[src/rtl/io_mmio_uart.sv]
// io_mmio_uart: memory-mapped UART (tx, rx + one-byte buffer) and cycle/instr
// counters at the MIPS150 X/M boundary; read data returns one clock after io_re.
// Define IO_COUNTERS_EN to build the CYCLE/INSTR counters at 0x10/0x14.
module io_mmio_uart #(
    parameter int CLOCK_FREQ = 50_000_000,
    parameter int BAUD_RATE  = 115_200
) (
    input  logic        clk,
    input  logic        rst,
    input  logic [31:0] io_addr,
    input  logic [3:0]  io_we,
    input  logic [31:0] io_wdata,
    input  logic        io_re,
    output logic [31:0] io_rdata,
    input  logic        instr_retire,
    input  logic        serial_in,
    output logic        serial_out
);
    localparam int SYMBOL_EDGE_TIME = CLOCK_FREQ / BAUD_RATE;
    localparam int CW = $clog2(SYMBOL_EDGE_TIME + 1);
    localparam logic [CW-1:0] LAST = CW'(SYMBOL_EDGE_TIME - 1);
    localparam logic [CW-1:0] HALF = CW'(SYMBOL_EDGE_TIME / 2);
    localparam logic [1:0] IDLE = 2'd0, START = 2'd1, DATA = 2'd2, STOP = 2'd3;

    logic [5:0] off;
    logic tx_ready, tx_wr, rx_pop, rx_done;
    logic [31:0] rd_val, rd_cycle, rd_instr, io_rdata_d, io_rdata_q;
    logic [1:0] tx_state_d, tx_state_q, rx_state_d, rx_state_q;
    logic [CW-1:0] tx_cnt_d, tx_cnt_q, rx_cnt_d, rx_cnt_q;
    logic [2:0] tx_bit_d, tx_bit_q, rx_bit_d, rx_bit_q;
    logic [7:0] tx_shift_d, tx_shift_q, rx_shift_d, rx_shift_q, rx_data_d, rx_data_q;
    logic serial_out_d, serial_out_q, rx_s1_q, rx_s2_q, rx_prev_q;
    logic rx_valid_d, rx_valid_q, overrun_d, overrun_q;
    logic unused_bits;

    assign off         = io_addr[7:2];
    assign tx_ready    = tx_state_q == IDLE;
    assign tx_wr       = io_we[0] && off == 6'h02 && tx_ready;
    assign rx_pop      = io_re && off == 6'h01;
    assign rx_done     = rx_state_q == STOP && rx_cnt_q == LAST && rx_s2_q;
    assign io_rdata    = io_rdata_q;
    assign serial_out  = serial_out_q;
    assign unused_bits = &{1'b0, io_addr[31:8], io_addr[1:0], io_wdata[31:8], io_we[3:1]};

    // TX: start, 8 data bits LSB first, stop; each symbol held SYMBOL_EDGE_TIME clocks
    always_comb begin
        tx_state_d = tx_state_q;
        tx_cnt_d   = tx_cnt_q + CW'(1);
        tx_bit_d   = tx_bit_q;
        tx_shift_d = tx_shift_q;
        if (tx_state_q == IDLE) begin
            tx_cnt_d = '0;
            if (tx_wr) begin
                tx_state_d = START;
                tx_shift_d = io_wdata[7:0];
            end
        end else if (tx_cnt_q == LAST) begin
            tx_cnt_d = '0;
            if (tx_state_q == START) begin
                tx_state_d = DATA;
                tx_bit_d   = '0;
            end else if (tx_state_q == DATA) begin
                tx_shift_d = tx_shift_q >> 1;
                tx_bit_d   = tx_bit_q + 3'd1;
                if (tx_bit_q == 3'd7) tx_state_d = STOP;
            end else begin
                tx_state_d = IDLE;
            end
        end
        serial_out_d = tx_state_d == START ? 1'b0 : tx_state_d == DATA ? tx_shift_d[0] : 1'b1;
    end

    // RX: falling edge starts a frame, half-symbol start recheck, then mid-bit samples
    always_comb begin
        rx_state_d = rx_state_q;
        rx_cnt_d   = rx_cnt_q + CW'(1);
        rx_bit_d   = rx_bit_q;
        rx_shift_d = rx_shift_q;
        if (rx_state_q == IDLE) begin
            rx_cnt_d = '0;
            if (rx_prev_q && !rx_s2_q) rx_state_d = START;
        end else if (rx_state_q == START) begin
            if (rx_cnt_q == HALF) begin
                rx_cnt_d   = '0;
                rx_bit_d   = '0;
                rx_state_d = rx_s2_q ? IDLE : DATA;
            end
        end else if (rx_cnt_q == LAST) begin
            rx_cnt_d = '0;
            if (rx_state_q == DATA) begin
                rx_shift_d = {rx_s2_q, rx_shift_q[7:1]};
                rx_bit_d   = rx_bit_q + 3'd1;
                if (rx_bit_q == 3'd7) rx_state_d = STOP;
            end else begin
                rx_state_d = IDLE;
            end
        end
    end

    // Holding buffer and read mux; a pop racing a new byte keeps rx_valid and overrun
    always_comb begin
        rx_data_d  = rx_done ? rx_shift_q : rx_data_q;
        rx_valid_d = rx_done | (rx_valid_q & ~rx_pop);
        overrun_d  = rx_done ? (overrun_q | (rx_valid_q & ~rx_pop)) : (overrun_q & ~rx_pop);
        rd_val     = off == 6'h00 ? {29'd0, overrun_q, rx_valid_q, tx_ready} :
                     off == 6'h01 ? {24'd0, rx_data_q} :
                     off == 6'h04 ? rd_cycle :
                     off == 6'h05 ? rd_instr : 32'd0;
        io_rdata_d = io_re ? rd_val : io_rdata_q;
    end

    // State registers; rx line passes a 2-flop synchroniser plus an edge-detect flop
    always_ff @(posedge clk) begin
        if (rst) begin
            io_rdata_q   <= '0;
            tx_state_q   <= IDLE;
            tx_cnt_q     <= '0;
            tx_bit_q     <= '0;
            tx_shift_q   <= '0;
            serial_out_q <= 1'b1;
            rx_state_q   <= IDLE;
            rx_cnt_q     <= '0;
            rx_bit_q     <= '0;
            rx_shift_q   <= '0;
            rx_data_q    <= '0;
            rx_valid_q   <= 1'b0;
            overrun_q    <= 1'b0;
            rx_s1_q      <= 1'b1;
            rx_s2_q      <= 1'b1;
            rx_prev_q    <= 1'b1;
        end else begin
            io_rdata_q   <= io_rdata_d;
            tx_state_q   <= tx_state_d;
            tx_cnt_q     <= tx_cnt_d;
            tx_bit_q     <= tx_bit_d;
            tx_shift_q   <= tx_shift_d;
            serial_out_q <= serial_out_d;
            rx_state_q   <= rx_state_d;
            rx_cnt_q     <= rx_cnt_d;
            rx_bit_q     <= rx_bit_d;
            rx_shift_q   <= rx_shift_d;
            rx_data_q    <= rx_data_d;
            rx_valid_q   <= rx_valid_d;
            overrun_q    <= overrun_d;
            rx_s1_q      <= serial_in;
            rx_s2_q      <= rx_s1_q;
            rx_prev_q    <= rx_s2_q;
        end
    end

`ifdef IO_COUNTERS_EN
    logic [31:0] cycle_d, cycle_q, instr_d, instr_q;

    // Counters wrap freely; a write to the counter's offset beats that clock's increment
    always_comb begin
        cycle_d = (|io_we && off == 6'h04) ? 32'd0 : cycle_q + 32'd1;
        instr_d = (|io_we && off == 6'h05) ? 32'd0 : instr_q + {31'd0, instr_retire};
    end

    // Counter registers
    always_ff @(posedge clk) begin
        if (rst) begin
            cycle_q <= '0;
            instr_q <= '0;
        end else begin
            cycle_q <= cycle_d;
            instr_q <= instr_d;
        end
    end

    assign rd_cycle = cycle_q;
    assign rd_instr = instr_q;
`else
    logic unused_retire;
    assign unused_retire = instr_retire;
    assign rd_cycle      = '0;
    assign rd_instr      = '0;
`endif
endmodule
[config.mk]
export PLATFORM = sky130hd
export DESIGN_NAME = io_mmio_uart
export DESIGN_NICKNAME = d
export VERILOG_FILES = /design/src/rtl/io_mmio_uart.sv
export SDC_FILE = /design/constraint.sdc
export NUM_CORES = 1
export LEC_CHECK = 0
export CORE_ASPECT_RATIO = 1.5
export CORE_UTILIZATION = 30
export CTS_CLUSTER_SIZE = 25
export DETAILED_ROUTE_END_ITERATION = 10
export GPL_TIMING_DRIVEN = 0
export PLACE_DENSITY = 0.63
export SYNTH_ARGS = -nofsm -noshare
export SYNTH_HDL_FRONTEND = slang
export SYNTH_SLANG_ARGS = --single-unit
[constraint.sdc]
create_clock -name clk -period 4.36 [get_ports clk]
set_input_delay 0.872 -clock clk [delete_from_list [all_inputs] [get_ports clk]]
set_output_delay 0.872 -clock clk [all_outputs]
set_load 0.03 [all_outputs]
==> results of run 1 <==
==> through the flow <==
stage | hold WS (ps) | instances | total power, mW
detailed placement | 398 | 526 | 0.916
global placement | 393 | 526 | 0.905
floorplan | 389 | 359 | 0.851
CTS | 409 | 542 | 1.73
finish | 409 | 542 | 1.72
global route | 453 | 542 | 1.78
==> state kept, by name, indices dropped and copies added (netlist names), 2 cells and up <==
name	count
rx_cnt_q	9
tx_cnt_q	9
io_rdata	8
rx_data_q	8
rx_shift_q	8
tx_shift_q	8
rx_bit_q	3
tx_bit_q	3
rx_state_q	2
tx_state_q	2
==> path summary, 6_finish.rpt <==
path | startpoint | to | slack [ps] | depth (start not counted)
worst max-delay path | io_re | io_rdata[2]$_SDFFE_PP0P_ | 1930 | 7
worst min-delay path | rx_s1_q$_SDFF_PP1_ | rx_s2_q$_SDFF_PP1_ | 410 | 1
worst max register to register | tx_state_q[0]$_SDFF_PP0_ | serial_out$_SDFF_PP1_ | 2350 | 7
worst min register to register | rx_s1_q$_SDFF_PP1_ | rx_s2_q$_SDFF_PP1_ | 410 | 1
==> worst register-to-register path: stages (launching register included) <==
cell and delay [ps]:
sky130_fd_sc_hd__dfxtp_1 360, sky130_fd_sc_hd__inv_1 110, sky130_fd_sc_hd__ha_1 220, sky130_fd_sc_hd__clkbuf_1 230
sky130_fd_sc_hd__nor3_1 360, sky130_fd_sc_hd__mux2i_1 360, sky130_fd_sc_hd__and2_1 180, sky130_fd_sc_hd__o21ai_1 70
==> metal layers <==
metal | GRT usage | vias to the layer above | part of all wire
met3 | 0.0309 | 14 | 0.035
met5 | 0 | - | 0
met4 | 0.0755 | 0 | 0.025
met2 | 0.233 | 45 | 0.53
li1 | - | 1261 | -
met1 | 0.128 | 1136 | 0.41
==> area by class of cell <==
class	instances	area (sq um)	area share
multi-input cells	245	1660	0.411
flip-flops and latches	66	1320	0.327
repair buffers	26	260	0.0644
plain buffers	36	241	0.0598
clock buffers	11	233	0.0576
well taps	141	176	0.0437
clock inverters	5	103	0.0254
inverters	12	45.0	0.0112
==> cells by family after synthesis <==
family                     Yosys count
adders and majority gates           17
AOI/OAI and AO/OA                   49
xor gates and xnor gates            13
muxes                               20
DFF                                 66
buffers and inverters               48
and+or+nand+nor                    122
other                                1
==> power by group <==
part / leakage, nW / total, mW / internal, mW / switching (mW)
registers: 0.533 / 0.646 / 0.623 / 0.0229
logic: 0.915 / 0.260 / 0.108 / 0.152
clock network: 0.160 / 0.811 / 0.557 / 0.254
==> placed cells by master, fill, tap and decap left out, types with 6 or more instances in the layout <==
cell / n
sky130_fd_sc_hd__conb_1: 24
sky130_fd_sc_hd__inv_1: 11
sky130_fd_sc_hd__a22oi_1: 11
sky130_fd_sc_hd__nor2_1: 58
sky130_fd_sc_hd__a21oi_1: 9
sky130_fd_sc_hd__clkbuf_16: 9
sky130_fd_sc_hd__buf_4: 26
sky130_fd_sc_hd__dfxtp_1: 66
sky130_fd_sc_hd__clkdlybuf4s50_1: 26
sky130_fd_sc_hd__xor2_1: 8
sky130_fd_sc_hd__nand3_1: 11
sky130_fd_sc_hd__nand2_1: 8
sky130_fd_sc_hd__ha_1: 17
sky130_fd_sc_hd__clkbuf_1: 10
sky130_fd_sc_hd__o21ai_0: 6
sky130_fd_sc_hd__a211oi_2: 6
sky130_fd_sc_hd__and3_1: 8
sky130_fd_sc_hd__mux2i_1: 19
==> flow_metrics.env, run 1 <==
export IMPL_status="complete, no violations"
export IMPL_drive_above_1_share=0.145
export IMPL_row_count=45
export IMPL_synth_mux_area_fraction=0.0633
export IMPL_n_antenna_cell=0
export IMPL_fraction_of_the_mapped_netlist_area_in_compound_gates=0.122
export IMPL_maxCapViolations=0
export IMPL_groute_usage_overall=0.127
export IMPL_cts_htree_levels=3
export IMPL_min_delay_path_class="flop to flop"
export IMPL_holdBufCountCts=0
export IMPL_clock_sinks=66
export IMPL_maxSlewViolCount=0
export IMPL_synth_ff_latch_count=66
export IMPL_vias=2456
export IMPL_wire_length_of_the_first_global_routing_pass_um=10800
export IMPL_critical_path_class="primary input to flop"
export IMPL_setup_violations=0
export IMPL_die_x_um=86.1
export IMPL_post_route_util=0.396
export IMPL_post_synthesis_cell_type_with_the_largest_combined_area="sky130_fd_sc_hd__dfxtp_1"
export IMPL_clock_skew_ps=6.13
export IMPL_worstPathCellList="clkdlybuf4s50_1 > inv_2 > nor4_1 > and3_1 > clkbuf_1 > a222oi_1 > nor2_1"
export IMPL_nNetsFinal=486
export IMPL_synth_simple_area_share=0.205
export IMPL_dr_drc_count=0
export IMPL_syn_inst=336
export IMPL_post_cts_setup_buffer_count=0
export IMPL_post_synth_num_cell_types=48
export IMPL_post_synth_xor_area_fraction=0.0358
export IMPL_number_of_global_route_vias_before_repair=2391
export IMPL_clk_root_buffer_cell="sky130_fd_sc_hd__clkbuf_16"
export IMPL_timing_fmax_mhz=411
export IMPL_total_iterations_of_the_first_detailed_routing_run=4
export IMPL_critPathLaunchType="primary input"
export IMPL_post_cts_resize_count=0
export IMPL_hold_viol_final=0
export IMPL_post_synth_top_area_share=0.415
export IMPL_worst_ep_arrival_time_ps=2700
export IMPL_grt_remaining_overflow=0
export IMPL_avg_wl_per_cell_um=11.7
export IMPL_setup_slack_ps=1930
export IMPL_drt_iter0_markers=96
export IMPL_dp_wirelength_um=4760
export IMPL_cp_num_buf_inv=3
export IMPL_max_slew_worst_pin_slew_ps=661
export IMPL_cp_end_kind="flop"
export IMPL_power_density_nw_per_um2=425
export IMPL_syn_mean_instance_area_sq_um=9.47
export IMPL_vias_per_cell=4.53
export IMPL_clk_path_buf_depth=2
export IMPL_fp_dieH_um=128
export IMPL_detailed_place_area_sq_um=3700
export IMPL_rsz0062_at_grt="no"
export IMPL_grt_antenna_before_repair=0
export IMPL_max_slew_margin_rel=0.559
export IMPL_pre_cts_ws_ps=1560
export IMPL_layout_area_overhead_vs_synth_pct=27.0
export IMPL_critical_path_slowest_cell="sky130_fd_sc_hd__nor4_1"
export IMPL_nFillCells=1015
export IMPL_core_region_area_sq_um=10200
export IMPL_final_cell_area_sq_um=4040
export IMPL_final_min_clock_period_ps=2430
export IMPL_synth_edff_count=0
export IMPL_routabilityCongestion=0.762
export IMPL_initial_utilization=0.312
export IMPL_max_vdd_ir_drop_v=0.000309
export IMPL_yosysSeqAreaShare=0.415
export IMPL_tritoncts="built"
export IMPL_worst_path_largest_cell_delay_ps=530
export IMPL_required_ps=4630
export IMPL_grt_start_max_net_pins=12
export IMPL_die_area_sq_um=11000
export IMPL_synth_top_flop_cell="sky130_fd_sc_hd__dfxtp_1"
export IMPL_placement_io_buffers=26
export IMPL_final_setup_tns_ps=0
export IMPL_floorplan_io_pins=106
export IMPL_route_antenna_remaining_nets=0
export IMPL_post_synth_adder_cell_area=0.0669
export IMPL_post_synth_instance_area_sq_um=3180
export IMPL_most_used_standard_cell_by_instance_count_after_synthesis="sky130_fd_sc_hd__dfxtp_1"
export IMPL_synth_top_family_by_area="simple AND/OR/NAND/NOR gates"
export IMPL_asyncSetResetFlopFracSynth=0
export IMPL_insertion_delay_of_the_later_clocked_pin_in_the_worst_skew_pair_ps=330
export IMPL_timing_final_crit_share=0.558
export IMPL_worstPathMaxFanout=9
export IMPL_netlist_top_cells_area="sky130_fd_sc_hd__dfxtp_1, sky130_fd_sc_hd__nor2_1, sky130_fd_sc_hd__ha_1, sky130_fd_sc_hd__buf_4, sky130_fd_sc_hd__mux2i_1"
export IMPL_postRouteWirelength_um=6320
export IMPL_cts_buffers_inserted=9
export IMPL_power_leakage_nw=1.61
export IMPL_clk_pin_slew_ps=50
export IMPL_leading_post_synthesis_cells_by_instance_count="sky130_fd_sc_hd__dfxtp_1, sky130_fd_sc_hd__nor2_1, sky130_fd_sc_hd__buf_4, sky130_fd_sc_hd__mux2i_1, sky130_fd_sc_hd__ha_1"
export IMPL_yosys_warnings=0
export IMPL_worst_path_dominant_cell_family="simple AND/OR/NAND/NOR gates"
Power figures use the tool's default switching activity.
==> run 2, diff against run 1 <==
==> constraint.sdc (replaced) <==
create_clock -name clk -period 2.55 [get_ports clk]
set_input_delay 0.51 -clock clk [delete_from_list [all_inputs] [get_ports clk]]
set_output_delay 0.51 -clock clk [all_outputs]
set_load 0.03 [all_outputs]
==> results of run 2 <==
Same layout as run 1 (identical final DEF). Status: complete, no violations.
Main changes from that run: setup slack after placement 1560 ps -> 116 ps; setup slack after layout 1930 ps -> 479 ps; register-to-register setup slack 2350 ps -> 540 ps; total power 1.72 mW -> 2.94 mW; worst IR drop on VDD 0.000309 V -> 0.000528 V
